### src/rtl/shift_add_multiplier.sv
// Multi-cycle unsigned shift-and-add multiplier.
// A single adder is reused over WIDTH cycles; issue is start/busy, completion is done/ack.
module shift_add_multiplier #(
    parameter int WIDTH = 64,
    parameter int CNT_W = $clog2(WIDTH + 1)
) (
    input  logic                 clk,
    input  logic                 reset,
    input  logic                 start,
    input  logic [WIDTH-1:0]     a,
    input  logic [WIDTH-1:0]     b,
    output logic                 busy,
    output logic                 done,
    input  logic                 ack,
    output logic [2*WIDTH-1:0]   product
);

    typedef enum logic [1:0] {
        IDLE = 2'd0,
        RUN  = 2'd1,
        DONE = 2'd2
    } state_t;

    localparam logic [CNT_W-1:0] LAST = CNT_W'(WIDTH - 1);

    state_t           state_q, state_d;
    logic [WIDTH-1:0] m_q, m_d;
    logic [WIDTH-1:0] acc_hi_q, acc_hi_d;
    logic [WIDTH-1:0] acc_lo_q, acc_lo_d;
    logic [CNT_W-1:0] cnt_q, cnt_d;
    logic             busy_q, busy_d;
    logic             done_q, done_d;

    logic [WIDTH:0]   addend;
    logic [WIDTH:0]   sum;
    logic             accept;

    always_comb begin
        addend   = acc_lo_q[0] ? {1'b0, m_q} : '0;
        sum      = {1'b0, acc_hi_q} + addend;
        accept   = start && ((state_q == IDLE) ||
                             (state_q == DONE && ack));

        state_d  = state_q;
        m_d      = m_q;
        acc_hi_d = acc_hi_q;
        acc_lo_d = acc_lo_q;
        cnt_d    = cnt_q;

        if (accept) begin
            state_d  = RUN;
            m_d      = a;
            acc_hi_d = '0;
            acc_lo_d = b;
            cnt_d    = '0;
        end else begin
            unique case (state_q)
                IDLE: ;
                RUN: begin
                    // Carry-out lands in the MSB of the high half.
                    acc_hi_d = sum[WIDTH:1];
                    acc_lo_d = {sum[0], acc_lo_q[WIDTH-1:1]};
                    cnt_d    = cnt_q + CNT_W'(1);
                    if (cnt_q == LAST) state_d = DONE;
                end
                DONE: if (ack) state_d = IDLE;
                default: state_d = IDLE;
            endcase
        end

        busy_d = (state_d == RUN) || (state_d == DONE);
        done_d = (state_d == DONE);
    end

    always_ff @(posedge clk) begin
        if (reset) begin
            state_q  <= IDLE;
            m_q      <= '0;
            acc_hi_q <= '0;
            acc_lo_q <= '0;
            cnt_q    <= '0;
            busy_q   <= 1'b0;
            done_q   <= 1'b0;
        end else begin
            state_q  <= state_d;
            m_q      <= m_d;
            acc_hi_q <= acc_hi_d;
            acc_lo_q <= acc_lo_d;
            cnt_q    <= cnt_d;
            busy_q   <= busy_d;
            done_q   <= done_d;
        end
    end

    assign busy    = busy_q;
    assign done    = done_q;
    assign product = {acc_hi_q, acc_lo_q};

endmodule

### config.mk
export PLATFORM = sky130hd
export DESIGN_NAME = shift_add_multiplier
export DESIGN_NICKNAME = d
export VERILOG_FILES = /design/src/rtl/shift_add_multiplier.sv
export SDC_FILE = /design/constraint.sdc
export NUM_CORES = 1
export LEC_CHECK = 0
export CAP_MARGIN = 15
export CORE_UTILIZATION = 25
export DETAILED_ROUTE_END_ITERATION = 10
export SLEW_MARGIN = 20
export SYNTH_ARGS = -nofsm -noshare
export SYNTH_HDL_FRONTEND = slang
export SYNTH_SLANG_ARGS = --single-unit
export TNS_END_PERCENT = 10
### constraint.sdc
create_clock -name clk -period 4.5 [get_ports clk]
set_input_delay 0.45 -clock clk [delete_from_list [all_inputs] [get_ports clk]]
set_output_delay 0.45 -clock clk [all_outputs]
set_load 0.02 [all_outputs]
## Word-level counts from Yosys, hierarchy flattened

Index checks and enable logic that the tools add are counted.

| storage, ports and cells | value |
|---|---|
| output and inout port bits | 130 |
| register bits after elaboration | 203 |
| input port bits | 132 |
| logic and storage cells | 28 |

| operators by class | value |
|---|---|
| equality and inequality tests | 5 |
| mux-type cells | 7 |
| add/sub/neg operators | 2 |
| reductions and logical operators | 7 |

Operator list:

| cell | number |
|---|---|
| 2-to-1 mux 64 bit | 3 |
| adder 64 x 64 -> 65 bit | 1 |
| adder 7 x 1 -> 7 bit (second input constant) | 1 |
| == test 7 x 6 -> 1 bit (second input constant) | 1 |
| 2-to-1 mux 2 bit | 3 |
| one-hot mux 2 bit (3 select lines) | 1 |
| == test 2 x 1 -> 1 bit (second input constant) | 2 |
| == test 2 bit (second input constant) | 2 |
| logical AND 1 bit | 2 |
| logical NOT 2 bit | 1 |
| logical OR 1 bit | 2 |
| nonzero test 2 bit | 1 |
| OR reduction 2 bit | 1 |

## Longest topological paths before layout

Gate-level depths: netlist (run 1).

| logic depth | value |
|---|---|
| depth in word-level cells | 7 |
| depth in mapped cells | 15 |
| gate-level depth less buffers | 13 |

## Least setup slack after synthesis (run 1)

OpenSTA, ideal clock, no wires.

| path | value |
|---|---|
| path type | reg2reg |
| start point | register acc_lo_q[0] |
| end point | register acc_hi_q[57] |
| required time | 4374 ps |
| arrival time | 3392 ps |
| path slack | 982 ps |
| buffers on the path | 2 |
| clock period less this slack | 3518 ps |
| cell stages (with the launch flop) | 16 |
| path through | dfxtp_1 -> clkbuf_1 -> clkbuf_1 -> and2_1 -> ha_1 -> fa_1 -> a21oi_1 -> o211ai_1 -> a211oi_2 -> o21ai_2 -> a41oi_4 -> o21ai_2 -> a2111o_1 -> a41o_1 -> xnor2_2 -> o21ai_1 |

| between the ends | value |
|---|---|
| cells in the longest elaborated chain, start to end | 2 |

Ends and longest elaborated chain:

| what | RTL line | source |
|---|---|---|
| start: declaration | 29 | `logic [WIDTH-1:0] acc_lo_q, acc_lo_d;` |
| start signal: assignment | 88 | `acc_lo_q <= acc_lo_d;` |
| 2-to-1 mux 64 bit | 39 | `addend = acc_lo_q[0] ? {1'b0, m_q} : '0;` |
| adder 64 x 64 -> 65 bit | 40 | `sum = {1'b0, acc_hi_q} + addend;` |
| end signal: assignment | 87 | `acc_hi_q <= acc_hi_d;` |
| end: declaration | 28 | `logic [WIDTH-1:0] acc_hi_q, acc_hi_d;` |

Every way passes these cells.
A chain may end at the register's enable or synchronous reset.

## Worst setup path after layout (run 1)

| path | value |
|---|---|
| start point | register acc_lo_q[0] |
| end point | register acc_hi_q[31] |

Same word-level chain as after synthesis.

==> flow_metrics.tcl, run 1 <==
set metrics [dict create \
    pwr-share-comb_pct 13.6 \
    p_sw_mw 1.22 \
    die-area_sq_mm 0.0467 \
    startpoint_type "flip-flop" \
    hpwl_um 29000 \
    grt_pass1_vias 11295 \
    min_path_type "input port to flip-flop" \
    drv_slew 0 \
    setup_viol 0 \
    reg2reg_to "acc_hi_q[31]" \
    drive_gt1_share_pct 4.68 \
    met3WireLength_um 2560 \
    regArea_sq_mm 0.00406 \
    tightest_slew_ns 0.715 \
    fin_crit_sh_pct 86.3 \
    routedWlPerCell_um 16.8 \
    io_buffers 261 \
    crit_type "flip-flop to flip-flop" \
    rr_startpoint "acc_lo_q[0]" \
    dr_wl_met2_um 18400 \
    vias 11223 \
    met1Wirelength_um 16700 \
    routabilityCongestion 0.915 \
    netSwitchingFraction_pct 26.5 \
    clk_pin_slew_worst_paths_ns 0.06 \
    fillCellCount 4853 \
    area_delta_synth_final_pct 34.0 \
    diodes 0 \
    grt_first_pass_wirelength_um 61300 \
    p_seq_share_pct 42.2 \
    worstHoldPathCells 2 \
    postRouteAntennaNets 0 \
    routed.top_layer "met5" \
    multi_input_area_sq_mm 0.00693 \
    core_sq_mm 0.0453 \
    synthCells 1499 \
    synth_edf_count 0 \
    hp-start "reset" \
    status "finished, final reports clean" \
    grt_setup_unrepaired "no" \
    vias_per_cell 4.86 \
    fin_hold_ws_ns 0.300 \
    die_y_um 216 \
    synthArstFlopShare_pct 0 \
    ys_warn_count 0 \
    clock_latency_ns 0.54 \
    synth_seq_cells 203 \
    pin_count 262 \
    drt_wl_total_um 38900 \
    drt_iter0_markers 654 \
    initial_core_util_pct 25.3 \
    slew_headroom_pct 52.3 \
    finalHoldViolCount 0 \
    max-vdd-ir-drop_v 0.000286 \
    crit_required_ns 4.97 \
    cts_tree "done" \
    ys.flop_type "dfxtp_1" \
    max-cap-violations 0 \
    synth.distinct_cells 66 \
    cts_made_buffers 25 \
    clock_path_buffers 3 \
    first_pass_iters 5 \
    cts.sinks 203 \
    p_leak_nw 5.92 \
    cp_data_arrival_time_ns 4.35 \
    r2r_cells 14 \
    overflow 0 \
    fp-row-count 78 \
    hold_path_end "m_q[63]" \
    p_int_mw 3.39 \
    synth_area_sq_mm 0.0115 \
    tns_ns 0 \
    final_nets 1891 \
    cts_setup_buffers 0 \
    cts-htree-levels 1 \
    cts-resized-gates 0 \
    period_needed_ns 3.89 \
    p_clk_share_pct 44.3 \
    track_usage_pct 16.2 \
    drcViolationCount 0 \
    crit_path_end_kind "flip-flop" \
    antenna_found_initial 4 \
    synth_area_per_cell_sq_um 7.65 \
    clock.fmax_mhz 257 \
    powerDensity_mw_per_mm2 300 \
    synth_fp_nets 1698 \
    ys_seq_area_share_pct 35.4 \
    cp_max_fo 66 \
    grt_start_max_net_pins 67 \
    clock_skew_ns 0.0119 \
    die_x_um 216 \
    reg2reg_slack_ns 0.61 \
    ctsRootBufferMaster "clkbuf_16" \
    cts_hold_buf 0 \
    fin_cells 2310 \
    dp_cells 2265 \
]
[placed cells by master, fill, tap and decap left out, types with 4 or more instances in the layout]
master             n
nor2_1            42
nor2b_1            9
xor2_1            33
inv_1             15
nand2b_1           7
a31oi_1           11
o21a_1             6
and3_1             9
buf_4             15
o31ai_1            5
clkdlybuf4s50_1  260
xnor2_1           29
nor3_1             7
nor4_1             6
and2_1            70
a22oi_1           64
o21bai_1          18
clkbuf_16         25
o21ai_0           47
nand2_1          341
a211oi_1           6
nand4_1           28
o21ai_1            8
a21oi_1          246
o211ai_1           6
clkbuf_1           7
nand3_1           14
dfxtp_1          203
a21o_1            40
clkinv_2           4
ha_1              66
or3_1              5
[Yosys cell counts (9+ instances only)]
master | n | area share [%]
a21oi_1 | 246 | 11
dfxtp_1 | 203 | 35
nand2b_1 | 9 | 0.49
and3_1 | 9 | 0.49
and2_1 | 70 | 3.8
clkbuf_1 | 95 | 3.1
inv_1 | 15 | 0.49
xnor2_1 | 29 | 2.2
a31oi_1 | 11 | 0.60
nand4_1 | 28 | 1.5
nor2b_1 | 10 | 0.55
o21bai_1 | 18 | 1.2
xor2_1 | 33 | 2.5
a22oi_1 | 64 | 4.2
nor2_1 | 43 | 1.4
nand2_1 | 341 | 11
a21o_1 | 40 | 2.6
nand3_1 | 14 | 0.61
ha_1 | 66 | 7.2
o21ai_0 | 47 | 2.1
[area by class of cell]
class	instances	share of cell area, %
clock buffers	34	4.42
clock inverters	11	0.929
inverters	15	0.367
multi-input cells	1171	45.1
flip-flops and latches	203	26.5
well taps	600	4.89
repair buffers	276	17.8
[flip-flops by register name, summed over array words and instances, names as in the netlist]
signal,count
m_q,64
busy,1
state_q,2
acc_hi_q,64
cnt_q,7
acc_lo_q,64
done,1
[power groups by stage]
| stage | Sequential, mW | Combinational [mW] | Clock (mW) |
|---|---|---|---|
| 2_1_floorplan | 2.02 | 0.272 | 0 |
| 3_3_place_gp | 1.98 | 0.628 | 0 |
| 3_5_place_dp | 1.98 | 0.633 | 0 |
| 4_1_cts | 1.94 | 0.635 | 2.11 |
| 5_1_grt | 1.95 | 0.685 | 2.18 |
| 6_report | 1.94 | 0.626 | 2.04 |
[per-layer routing]
layer | up-vias | GRT usage, %
met5 | - | 0
met4 | 6 | 5.45
met3 | 68 | 4.03
met2 | 314 | 27.9
met1 | 5182 | 19.5
li1 | 5653 | -
[worst max-delay path: stages, from the launching register on]
cell and delay [ns]:
dfxtp_1 0.32, buf_12 0.17, and2_1 0.19, ha_1 0.20, fa_1 0.40, a21oi_1 0.25
o211ai_1 0.13, a211oi_2 0.43, o21ai_2 0.18, a31oi_1 0.30, o21ai_1 0.14, a21oi_1 0.49
o41ai_1 0.17, mux2_2 0.29, o211ai_1 0.08
[cell families after synthesis]
logic type                 share of synthesized area [%]
and+or+nand+nor                                     21.5
adders and majority gates                           7.38
DFF                                                 35.4
buffers and inverters                               4.30
xor gates and xnor gates                            4.88
muxes                                              0.186
AOI/OAI and AO/OA                                   26.4
[worst max path at each step]
stage | startpoint | end | slack, ns | depth (start not counted)
after global routing | acc_lo_q[0] | acc_hi_q[31] | 0.41 | 14
after global placement | acc_lo_q[0] | acc_hi_q[57] | 0.84 | 13
after CTS | acc_lo_q[0] | acc_hi_q[31] | 0.72 | 14
final | acc_lo_q[0] | acc_hi_q[31] | 0.61 | 14
after detailed placement | acc_lo_q[0] | acc_hi_q[31] | 0.76 | 14
after floorplan | acc_lo_q[0] | acc_hi_q[57] | 0.98 | 15
[per-stage QoR]
stage | setup slack (ns) | util (%) | total power [mW] | area, sq um
floorplan | 0.982 | - | 2.29 | 11500
global placement | 0.842 | 32.1 | 2.61 | 14500
detailed placement | 0.757 | 32.1 | 2.61 | 14500
CTS | 0.724 | 33.9 | 4.69 | 15400
global route | 0.411 | 33.9 | 4.82 | 15400
finish | 0.614 | 33.9 | 4.61 | 15400
No activity file was read; power rests on OpenSTA's default activity.
==> run 2, diff against run 1 <==
--- a/config.mk
+++ b/config.mk
@@ -7,6 +7,7 @@
 export LEC_CHECK = 0
 export CAP_MARGIN = 15
 export CORE_UTILIZATION = 25
+export CTS_CLUSTER_DIAMETER = 60
 export DETAILED_ROUTE_END_ITERATION = 10
 export SLEW_MARGIN = 20
 export SYNTH_ARGS = -nofsm -noshare
==> flow_metrics.tcl, run 2 (same netlist as run 1, synthesis figures left out) <==
set metrics [dict create \
    grt_first_pass_wirelength_um 61500 \
    area_delta_synth_final_pct 34.5 \
    status "finished, final reports clean" \
    routedWlPerCell_um 16.8 \
    cp_max_fo 66 \
    crit_type "flip-flop to flip-flop" \
    fin_crit_sh_pct 85.7 \
    first_pass_iters 5 \
    drv_slew 0 \
    vias_per_cell 4.89 \
    postRouteAntennaNets 0 \
    die_y_um 216 \
    clock.fmax_mhz 259 \
    initial_core_util_pct 25.3 \
    cp_data_arrival_time_ns 4.33 \
    slew_headroom_pct 52.4 \
    layout_commonest_cell "nand2_1" \
    core_sq_mm 0.0453 \
    tightest_slew_ns 0.714 \
    cts-htree-levels 1 \
    clock_path_buffers 3 \
    drt_wl_total_um 38900 \
    grt_setup_unrepaired "no" \
    clock_latency_ns 0.56 \
    antenna_found_initial 4 \
    top_regs "acc_hi_q: 64 flops, acc_lo_q: 64 flops, m_q: 64 flops" \
    rr_startpoint "acc_lo_q[0]" \
    min_path_type "input port to flip-flop" \
    routabilityCongestion 0.915 \
    cts_hold_buf 0 \
    fin_cells 2313 \
    grt_start_max_net_pins 67 \
    drcViolationCount 0 \
    cp_slowest_stage_delay_ns 0.46 \
    grt_pass1_vias 11312 \
    cts_made_buffers 28 \
    cts_tree "done" \
    finalHoldViolCount 0 \
    die_x_um 216 \
    io_buffers 261 \
    clock_skew_ns 0.0138 \
    die-area_sq_mm 0.0467 \
    startpoint_type "flip-flop" \
    cp_cell_sequence "buf_12, and2_1, ha_1, fa_1, a21oi_1, o211ai_1, a211oi_2, o21ai_2, a31oi_1, o21ai_1, a21oi_1, o41ai_1, mux2_2, o211ai_1" \
    p_leak_nw 5.95 \
    track_usage_pct 16.2 \
    ctsRootBufferMaster "clkbuf_16" \
    worstHoldPathCells 2 \
    final_nets 1894 \
    vias 11305 \
    cts-resized-gates 0 \
    powerDensity_mw_per_mm2 304 \
    drive_gt1_share_pct 5.08 \
    fillCellCount 4850 \
    setup_viol 0 \
    hpwl_um 29000 \
    crit_path_end_kind "flip-flop" \
    clk_pin_slew_worst_paths_ns 0.06 \
    crit_required_ns 4.98 \
    tns_ns 0 \
    startpoint "acc_lo_q[0]" \
    layout_common_cells "nand2_1, clkdlybuf4s50_1, a21oi_1" \
    cts_setup_buffers 0 \
    drt_iter0_markers 607 \
    max-cap-violations 0 \
    dp_cells 2265 \
    critPathCapture "acc_hi_q[31]" \
    pin_count 262 \
    max-vdd-ir-drop_v 0.000310 \
    cts.sinks 203 \
    diodes 0 \
    slowest_stage "a21oi_1" \
    fp-row-count 78 \
    reg2reg_slack_ns 0.64 \
    period_needed_ns 3.86 \
    r2r_cells 14 \
    reg2reg_to "acc_hi_q[31]" \
    overflow 0 \
]
## run 2: changes by cell type in the layout (fill, tap and decap cells not counted)
| cell | before | now |
|---|---|---|
| clkbuf_1 | 7 | 3 |
| clkbuf_16 | 25 | 29 |
| bufinv_16 | 3 | 0 |
| clkbuf_8 | 2 | 4 |
| inv_6 | 1 | 3 |
| clkinv_2 | 4 | 5 |
| inv_8 | 0 | 1 |
## run 2: per-stage QoR
| stage | hold slack, ns | total power [mW] | area, sq um | util, % | setup slack, ns |
|---|---|---|---|---|---|
| after floorplan | 0.432 | 2.29 | 11500 | - | 0.982 |
| after global placement | 0.438 | 2.61 | 14500 | 32.1 | 0.842 |
| after detailed placement | 0.443 | 2.61 | 14500 | 32.1 | 0.757 |
| after CTS | 0.254 | 4.76 | 15400 | 34.0 | 0.722 |
| after global routing | 0.274 | 4.90 | 15400 | 34.0 | 0.417 |
| final | 0.282 | 4.68 | 15400 | 34.0 | 0.643 |
## run 2: how the worst min path moves through the flow
| stage | endpoint | from | slack [ns] |
|---|---|---|---|
| after global routing | m_q[53] | reset | 0.27 |
| final | m_q[63] | reset | 0.28 |
| after CTS | m_q[63] | reset | 0.25 |
| after detailed placement | m_q[38] | m_q[38] | 0.44 |
| after floorplan | m_q[0] | m_q[0] | 0.43 |
| after global placement | m_q[34] | m_q[34] | 0.44 |
## run 2: worst max-delay path: cells and delay by family (launching register included)
| kind | cells | cell delay (ns) |
|---|---|---|
| buffers and inverters | 1 | 0.17 |
| multiplexers | 1 | 0.29 |
| flip-flops | 1 | 0.32 |
| AND/OR/NAND/NOR | 1 | 0.19 |
| adder cells (fa/ha/maj) | 2 | 0.60 |
| AO/OA/AOI/OAI | 9 | 2.13 |
## run 2: area by class of cell
class / instances / area [sq um] / area share, %
sequential: 203 / 4060 / 26.4
clock buffer: 36 / 792 / 5.14
inverter: 15 / 56.3 / 0.365
tap: 600 / 751 / 4.87
clock inverter: 12 / 86.3 / 0.560
multi-input combinational: 1171 / 6930 / 45.0
timing repair buffer: 276 / 2740 / 17.7
## run 2: metal layers
metal	up-vias	wire length, um	GRT usage [%]
li1	5656	-	-
met1	5232	16500	19.4
met2	349	18600	28.3
met3	62	2740	4.18
met4	6	1090	5.07
met5	-	34	0
## run 2: power breakdown
part           internal, mW  total, mW  switching (mW)
Combinational         0.276      0.626           0.350
Clock                  1.24       2.11           0.870
Sequential             1.88       1.94          0.0600
==> run 3, diff against run 2 <==
==> constraint.sdc (replaced) <==
create_clock -name clk -period 4.5 [get_ports clk]
set_input_delay 0.45 -clock clk [delete_from_list [all_inputs] [get_ports clk]]
set_output_delay 0.45 -clock clk [all_outputs]
set_load 0.1 [all_outputs]
==> results of run 3 <==
Same layout as run 2 (identical final DEF). Status: finished, final reports clean.
Main changes from that run: total power 4.68 mW -> 4.96 mW; worst IR drop on VDD 0.000310 V -> 0.000321 V
